**src/rtl/c4_pkg.sv**
```systemverilog
// Shared Connect Four definitions: board size defaults, drop sequencer states and cell colours.
package c4_pkg;

   localparam int unsigned DEFAULT_COLS = 7;
   localparam int unsigned DEFAULT_ROWS = 6;

   typedef enum logic [2:0] {
      StIdle,
      StScan,
      StCommit,
      StSettle,
      StLocked
   } drop_state_t;

   localparam logic [1:0] CELL_EMPTY = 2'b00;
   localparam logic [1:0] CELL_P0    = 2'b10;
   localparam logic [1:0] CELL_P1    = 2'b11;

endpackage

```
**src/rtl/onehot_dec.sv**
```systemverilog
// Binary index to one-hot decoder; the whole output is forced to zero while en is low.
module onehot_dec #(
   parameter int unsigned WIDTH = 8,
   parameter int unsigned IDX_W = 3
) (
   input  logic             en,
   input  logic [IDX_W-1:0] idx,
   output logic [WIDTH-1:0] onehot
);

   always_comb begin
      onehot = '0;
      for (int unsigned i = 0; i < WIDTH; i++) begin
         onehot[i] = en && (idx == IDX_W'(i));
      end
   end

endmodule

```
**src/rtl/drop_controller.sv**
```systemverilog
// Connect Four move sequencer: scans a column bottom-up and strobes the first empty cell.
// Define DROP_CTRL_EDGE_EN to treat drop as a level and act only on its rising edge.
module drop_controller
   import c4_pkg::*;
#(
   parameter int unsigned COLS = DEFAULT_COLS,
   parameter int unsigned ROWS = DEFAULT_ROWS,
   localparam int unsigned CW = (COLS > 1) ? $clog2(COLS) : 1,
   localparam int unsigned RW = (ROWS > 1) ? $clog2(ROWS) : 1,
   localparam int unsigned OW = (COLS * ROWS > 1) ? $clog2(COLS * ROWS) : 1,
   localparam int unsigned MW = $clog2(COLS * ROWS + 1)
) (
   input  logic                 clk,
   input  logic                 reset,
   input  logic                 drop,
   input  logic [CW-1:0]        col_sel,
   input  logic [COLS*ROWS-1:0] occupied,
   input  logic [1:0]           win,
   output logic [COLS-1:0]      column,
   output logic [ROWS-1:0]      cell_,
   output logic                 change,
   output logic                 player_colour,
   output logic                 busy,
   output logic                 reject,
   output logic [MW-1:0]        move_count,
   output logic                 draw
);

   drop_state_t   state;
   logic [CW-1:0] col_q;
   logic [RW-1:0] row_q;
   logic [OW-1:0] occ_idx;
   logic          req;
   logic          unused_win;

   // The winner colour belongs to the display logic, not to move sequencing.
   assign unused_win = win[0];

`ifdef DROP_CTRL_EDGE_EN
   logic drop_prev;

   // Tracks drop even through reset so a level held across reset release is not an edge.
   always_ff @(posedge clk) begin
      drop_prev <= drop;
   end

   assign req = drop & ~drop_prev;
`else
   assign req = drop;
`endif

   assign occ_idx = OW'(col_q * ROWS + row_q);

   always_ff @(posedge clk) begin
      if (reset) begin
         state         <= StIdle;
         col_q         <= '0;
         row_q         <= '0;
         player_colour <= 1'b0;
         reject        <= 1'b0;
         move_count    <= '0;
         draw          <= 1'b0;
      end else begin
         reject <= 1'b0;
         case (state)
            StIdle: begin
               if (win[1]) begin
                  state <= StLocked;
               end else if (req) begin
                  if (32'(col_sel) >= COLS) begin
                     reject <= 1'b1;
                  end else begin
                     col_q <= col_sel;
                     row_q <= '0;
                     state <= StScan;
                  end
               end
            end
            StScan: begin
               if (win[1]) begin
                  state <= StLocked;
               end else if (!occupied[occ_idx]) begin
                  state <= StCommit;
               end else if (row_q == RW'(ROWS - 1)) begin
                  reject <= 1'b1;
                  state  <= StIdle;
               end else begin
                  row_q <= row_q + 1'b1;
               end
            end
            StCommit: begin
               player_colour <= ~player_colour;
               if (move_count != MW'(COLS * ROWS)) begin
                  move_count <= move_count + 1'b1;
               end
               state <= StSettle;
            end
            StSettle: begin
               if (win[1]) begin
                  state <= StLocked;
               end else if (move_count == MW'(COLS * ROWS)) begin
                  draw  <= 1'b1;
                  state <= StLocked;
               end else begin
                  state <= StIdle;
               end
            end
            StLocked: state <= StLocked;
            default:  state <= StIdle;
         endcase
      end
   end

   assign change = (state == StCommit);
   assign busy   = (state == StScan) || (state == StCommit) || (state == StSettle);

   onehot_dec #(
      .WIDTH (COLS),
      .IDX_W (CW)
   ) u_col_dec (
      .en     (change),
      .idx    (col_q),
      .onehot (column)
   );

   onehot_dec #(
      .WIDTH (ROWS),
      .IDX_W (RW)
   ) u_row_dec (
      .en     (change),
      .idx    (row_q),
      .onehot (cell_)
   );

endmodule
```
**config.mk**
```make
export PLATFORM = sky130hd
export DESIGN_NAME = drop_controller
export DESIGN_NICKNAME = d
export VERILOG_FILES = /design/src/rtl/c4_pkg.sv /design/src/rtl/onehot_dec.sv /design/src/rtl/drop_controller.sv
export SDC_FILE = /design/constraint.sdc
export NUM_CORES = 1
export LEC_CHECK = 0
export ABC_AREA = 1
export ABC_CLOCK_PERIOD_IN_PS = 2500
export CAP_MARGIN = 20
export CORE_ASPECT_RATIO = 1.4
export CORE_MARGIN = 1.5
export CORE_UTILIZATION = 38
export CTS_CLUSTER_SIZE = 30
export DETAILED_ROUTE_END_ITERATION = 8
export PLACE_DENSITY = 0.74
export REMOVE_ABC_BUFFERS = 1
export SYNTH_ARGS = -nofsm -noshare
export SYNTH_HDL_FRONTEND = slang
export SYNTH_HIERARCHICAL = 1
export SYNTH_SLANG_ARGS = --single-unit
```
**constraint.sdc**
```tcl
create_clock -name clk -period 2.5 [get_ports clk]
set_input_delay 0.5 -clock clk [delete_from_list [all_inputs] [get_ports clk]]
set_output_delay 0.5 -clock clk [all_outputs]
set_load 0.05 [all_outputs]
```
==> flow_summary.json, run 1 <==
{
  "core_area_mm2": 0.00417,
  "synth.avg_cell_area_um2": 6.12,
  "synth_top_family_by_area": "simple AND/OR/NAND/NOR gates",
  "clkTransAtPathRegs_ps": 60,
  "ys_types": 30,
  "intPower_uw": 766,
  "worstHoldStart": "player_colour",
  "period_share_pct": 91.5,
  "worstSetupStartpointType": "flop",
  "h-tree-depth": 1,
  "fin_skew_ps": 1.94,
  "gr-total-overflow": 0,
  "detail_route.vias_per_cell": 4.93,
  "hold_end": "player_colour",
  "synth_compound_area_share_pct": 12.5,
  "hold_depth": 1,
  "rsz0062_at_grt": "false",
  "ys_top_cells_by_area": "dfxtp_1 22%, nand2_1 14%, nand3_1 11%",
  "synth-simple-area-share_pct": 43.1,
  "ir_drop_uv": 521,
  "design.portCount": 74,
  "areaGrowthSynthToFinish_pct": 60.0,
  "relSlewSlack_pct": 66.4,
  "rows": 28,
  "port_buffers": 72,
  "synth-xor-area-share_pct": 2.69,
  "reg2reg_slack_ps": 210,
  "fmax_mhz": 437,
  "drt.antenna.violating_nets": 0,
  "fin_total_pwr_uw": 1310,
  "synth_cells": 266,
  "hold_viol": 0,
  "grtUsageTotal_pct": 19.9,
  "cts_buffer_depth": 2,
  "grt_pass1_wl_um": 7410,
  "synth.yosys.seq_area_share_pct": 22.1,
  "yosysWarnings": 6,
  "regToRegEndpoint": "row_q[0]",
  "sw_frac_of_total_pct": 41.5,
  "cts_root_buf": "clkbuf_8",
  "status": "finished, final reports clean",
  "dp_hpwl_um": 3690,
  "wl_per_cell_um": 11.9,
  "synthArstFlopShare_pct": 0,
  "pwr-share-comb_pct": 55.3,
  "final_layout_size_suffix_gt1_share_pct": 13.6,
  "dieHeight_um": 80.5,
  "ys_ff_latch": 18,
  "ff2ff_path_depth": 12,
  "dp_slack_ps": 86.4,
  "wl_um": 4630,
  "maxCapViolCount": 0,
  "clk_latency_ps": 260,
  "start_util_pct": 39.1,
  "syn_area_mm2": 0.00163,
  "power_frac_seq_pct": 26.7,
  "hp-class": "flop to flop",
  "crit_path_end_kind": "flop",
  "critPathRequiredTime_ps": 2650,
  "holdBufCountCts": 0,
  "synth.area.mux_share_pct": 0,
  "drt_pass1_iterations": 4,
  "die_area_mm2": 0.00469,
  "first_iter_violations": 90,
  "synth_commonest_cells": "59 x nand2_1, 44 x nor2_1, 35 x nand3_1",
  "critPathMaxFanout": 6,
  "power_switching_uw": 543,
  "p_per_area_mw_per_mm2": 502,
  "cts_tree": "built",
  "synth_top_area_share_pct": 22.1,
  "reg2reg_from": "col_q[0]",
  "critPathKind": "flop to flop",
  "vias": 1921,
  "drv_slew": 0,
  "setup_slack_ps": 213,
  "grt_pass1_vias": 1764,
  "period_minus_slack_ps": 2290,
  "clkPwrFrac_pct": 18.0,
  "cts_buffers": 3,
  "ys.flop_type": "dfxtp_1",
  "nets": 407,
  "synth_fa_ha_area_share_pct": 9.37,
  "synth_edf_count": 0,
  "place_congestion": 0.830,
  "drc": 0,
  "synth_area_leader_cell": "dfxtp_1",
  "antenna_cells": 0,
  "worstMarginPinSlew_ps": 502,
  "antenna_found_initial": 0,
  "nFillCells": 384,
  "cp.arrival_ps": 2440,
  "setup_violations": 0,
  "p_leak_uw": 0.00112,
  "fp.dieW_um": 58.3,
  "yosysMostFrequentCell": "nand2_1",
  "finalSetupTns_ps": 0,
  "numClockSinks": 18,
  "grt_start_max_net_pins": 23
}
critical path, stage by stage (launching register included):
cell     delay [ps]
dfxtp_2         350
ha_1            340
fa_1            470
xnor2_2         250
inv_1           110
o31ai_1          80
nand3_1         100
nand2_1          90
nand2_2          70
nand3_2         130
nand3_1          80
nand2_1          80
nor2_1           50
worst max-delay path by stage:
stage	end	from	slack, ps
after floorplan	column[0]	state[2]	70
after global placement	state[0]	col_q[0]	150
after detailed placement	row_q[0]	col_q[0]	90
after CTS	row_q[0]	col_q[0]	70
after global routing	state[0]	col_q[0]	9
final	row_q[0]	col_q[0]	210
metal layers:
layer / GRT usage, % / routed length (um)
met1: 20.0 / 1860
met2: 39.7 / 2390
met3: 2.74 / 326
met4: 6.98 / 61
met5: 0 / 0
power groups by stage:
stage	logic [uW]	clock network, uW	registers, uW
2_1_floorplan	431	0	379
3_3_place_gp	688	0	355
3_5_place_dp	698	0	356
4_1_cts	702	240	350
5_1_grt	811	247	356
6_report	723	235	350
layout make-up:
type	count	area [um2]	area share, %
Timing Repair Buffer	81	903	34.7
Sequential cell	18	362	13.9
Clock buffer	4	55.1	2.11
Tap cell	45	56.3	2.16
Inverter	32	120	4.61
Multi-Input combinational cell	210	1110	42.6
metrics by stage:
stage | hold slack (ps) | instance area [um2] | util [%] | std cells
after floorplan | 543 | 1580 | - | 260
after global placement | 446 | 2530 | 60.6 | 384
after detailed placement | 452 | 2530 | 60.6 | 384
after CTS | 471 | 2580 | 61.9 | 388
after global routing | 496 | 2610 | 62.5 | 390
final | 476 | 2610 | 62.5 | 390
state kept, by name, summed over array words and instances, names as in the netlist:
| signal | flops |
|---|---|
| col_q | 3 |
| row_q | 3 |
| reject | 1 |
| state | 3 |
| player_colour | 1 |
| move_count | 6 |
| draw | 1 |
logic make-up (layout without fill, tap and decap cells):
kind of cell | after synthesis | count (layout)
XOR/XNOR | 5 | 5
adder cells (fa/ha/maj) | 11 | 11
AO/OA/AOI/OAI | 38 | 38
AND/OR/NAND/NOR | 156 | 156
buffers and inverters | 38 | 117
flip-flops | 18 | 18
placed cells by master (no fill, tap or decap), types with 7 or more instances in the layout:
master           count
buf_12              12
nand3_1             35
nor2_1              44
a21oi_1             13
dfxtp_1             17
o21ai_0             13
buf_4               11
nand2_1             59
ha_1                 9
inv_1               25
clkdlybuf4s50_1     58
inv_2                7
what timing repair did:
action                                  4_1_cts  5_1_grt
endpoints found under the setup margin        0        5
resized for setup                             0        3
setup buffers                                 0        2
Power figures use the tool's default switching activity.
==> run 2: changes to the inputs <==
--- a/config.mk
+++ b/config.mk
@@ -6,12 +6,12 @@
 export NUM_CORES = 1
 export LEC_CHECK = 0
 export ABC_AREA = 1
-export ABC_CLOCK_PERIOD_IN_PS = 2500
+export ABC_CLOCK_PERIOD_IN_PS = 2600
 export CAP_MARGIN = 20
 export CORE_ASPECT_RATIO = 1.4
 export CORE_MARGIN = 1.5
 export CORE_UTILIZATION = 38
-export CTS_CLUSTER_SIZE = 30
+export CTS_CLUSTER_DIAMETER = 30
 export DETAILED_ROUTE_END_ITERATION = 8
 export PLACE_DENSITY = 0.74
 export REMOVE_ABC_BUFFERS = 1
==> constraint.sdc (replaced) <==
create_clock -name clk -period 2.6 [get_ports clk]
set_input_delay 0.52 -clock clk [delete_from_list [all_inputs] [get_ports clk]]
set_output_delay 0.52 -clock clk [all_outputs]
set_load 0.05 [all_outputs]
==> run 2 against run 1 <==
  * Sequential share of layout area increased by 0.79 points
  * Core utilization down 3.6 points
  * Cell count did not move
  * Register-to-register slack is essentially flat
  * Via count is 0.26% higher
  * Die area unchanged
  * Cell area down 5.7%
  * Fmax is 4.5% lower
  * First-iteration DRC count up 2.2%
  * Critical path type unchanged
  * Wire length hardly changed
  * Combinational power fell by 6.4%
  * Worst setup slack worse by 7.7 ps
==> flow_summary.json, run 2 (synthesis gave the netlist of run 1 again) <==
{
  "cts_buffer_depth": 2,
  "critPathRequiredTime_ps": 2760,
  "critPathKind": "flop to flop",
  "dieHeight_um": 80.5,
  "ff2ff_path_depth": 12,
  "endpoint": "row_q[1]",
  "drt_pass1_iterations": 4,
  "grtUsageTotal_pct": 19.3,
  "worstMarginPinSlew_ps": 500,
  "holdBufCountCts": 0,
  "core_area_mm2": 0.00417,
  "relSlewSlack_pct": 66.6,
  "finalSetupTns_ps": 0,
  "wl_um": 4630,
  "clk_latency_ps": 260,
  "final_layout_size_suffix_gt1_share_pct": 12.8,
  "rows": 28,
  "setup_violations": 0,
  "port_buffers": 72,
  "final_area_mm2": 0.00246,
  "numClockSinks": 18,
  "reg2reg_slack_ps": 210,
  "wl_per_cell_um": 11.9,
  "nets": 407,
  "cts_root_buf": "clkbuf_8",
  "place_congestion": 0.798,
  "dp_slack_ps": 198,
  "maxCapViolCount": 0,
  "placed_cell_area_mm2": 0.00239,
  "grt_pass1_vias": 1689,
  "cp.arrival_ps": 2550,
  "reg2reg_from": "col_q[0]",
  "grt_pass1_wl_um": 7220,
  "h-tree-depth": 1,
  "critPathLaunch": "col_q[0]",
  "seq_area_um2": 360,
  "cts_buffers": 3,
  "rsz0062_at_grt": "false",
  "antenna_found_initial": 0,
  "p_per_area_mw_per_mm2": 508,
  "antenna_cells": 0,
  "p_leak_uw": 0.00109,
  "vias": 1926,
  "design.portCount": 74,
  "gr-total-overflow": 0,
  "regMostFlops": "move_count",
  "largest_reg_flops": 6,
  "detail_route.vias_per_cell": 4.94,
  "drc": 0,
  "fp.dieW_um": 58.3,
  "hold_viol": 0,
  "start_util_pct": 39.1,
  "period_share_pct": 92.1,
  "drt.antenna.violating_nets": 0,
  "hp-class": "flop to flop",
  "drv_slew": 0,
  "worstSetupStartpointType": "flop",
  "ir_drop_uv": 381,
  "regToRegEndpoint": "row_q[1]",
  "dp_hpwl_um": 3680,
  "crit_path_end_kind": "flop",
  "cts_tree": "built",
  "fmax_mhz": 418,
  "layout_common_cells": "59 x nand2_1, 59 x clkdlybuf4s50_1, 44 x nor2_1",
  "critPathMaxFanout": 6,
  "setup_slack_ps": 205,
  "nFillCells": 400,
  "die_area_mm2": 0.00469,
  "first_iter_violations": 92,
  "status": "finished, final reports clean",
  "period_minus_slack_ps": 2390,
  "fin_skew_ps": 3.52,
  "grt_start_max_net_pins": 23,
  "clkTransAtPathRegs_ps": 70,
  "multi_input_area_mm2": 0.00111,
  "areaGrowthSynthToFinish_pct": 50.8
}
-- run 2: cell types whose count changed in the layout (fill, tap and decap cells not counted) --
cell             change
buf_12              -12
buf_4               +11
clkdlybuf4s50_1      +1
dfxtp_1              +1
dfxtp_2              -1
inv_1                +1
inv_2                -1
-- run 2: through the flow --
stage	util (%)	cells	hold WS, ps	power, uW
floorplan	-	260	543	779
global placement	57.4	386	446	1010
detailed placement	57.4	386	452	1020
CTS	58.8	390	460	1250
global route	58.9	390	517	1340
finish	58.9	390	460	1250
-- run 2: routing by layer --
layer	global-route usage, %	wire, um	vias to the layer above
met5	0	0	-
met3	3.22	374	5
li1	-	-	1021
met2	34.9	2280	72
met4	6.28	56	0
met1	22.5	1920	828
-- run 2: power by group --
| group | internal (uW) | switching [uW] |
|---|---|---|
| combinational | 286 | 390 |
| clock | 135 | 97.2 |
| sequential | 300 | 38.4 |
-- run 2: area by class of cell --
| class | instances | share of cell area (%) |
|---|---|---|
| multi-input combinational | 210 | 45.2 |
| timing repair buffer | 81 | 30.8 |
| sequential | 18 | 14.7 |
| inverter | 32 | 4.89 |
| tap | 45 | 2.29 |
| clock buffer | 4 | 2.24 |
-- run 2: worst min-delay path by stage --
stage / startpoint / slack, ps / endpoint / cells past startpoint
after floorplan: col_q[1] / 540 / col_q[1] / 2
after global placement: player_colour / 450 / player_colour / 1
after detailed placement: player_colour / 450 / player_colour / 1
after CTS: player_colour / 460 / player_colour / 1
after global routing: player_colour / 520 / player_colour / 1
final: player_colour / 460 / player_colour / 1
-- run 2: repair_timing --
item	4_1_cts	5_1_grt
gates resized for setup	0	1
hold endpoints to repair	0	0
setup endpoints to repair	0	4
buffers inserted	0	0
-- run 2: critical path, stage by stage, from the launching register on --
cell and delay (ps):
dfxtp_1 440, ha_1 310, fa_1 480, inv_1 190, nand2_1 80, o31ai_1 230
nand3_1 100, nand2_1 90, nand2_2 70, nand3_2 120, nand3_1 80, nand2_1 60
nor2_1 50
==> run 3: changes to the inputs <==
--- a/config.mk
+++ b/config.mk
@@ -13,6 +13,7 @@
 export CORE_UTILIZATION = 38
 export CTS_CLUSTER_DIAMETER = 30
 export DETAILED_ROUTE_END_ITERATION = 8
+export GPL_TIMING_DRIVEN = 1
 export PLACE_DENSITY = 0.74
 export REMOVE_ABC_BUFFERS = 1
 export SYNTH_ARGS = -nofsm -noshare
==> results of run 3 <==
No change in the layout: final DEF, timing and power equal those of run 2.
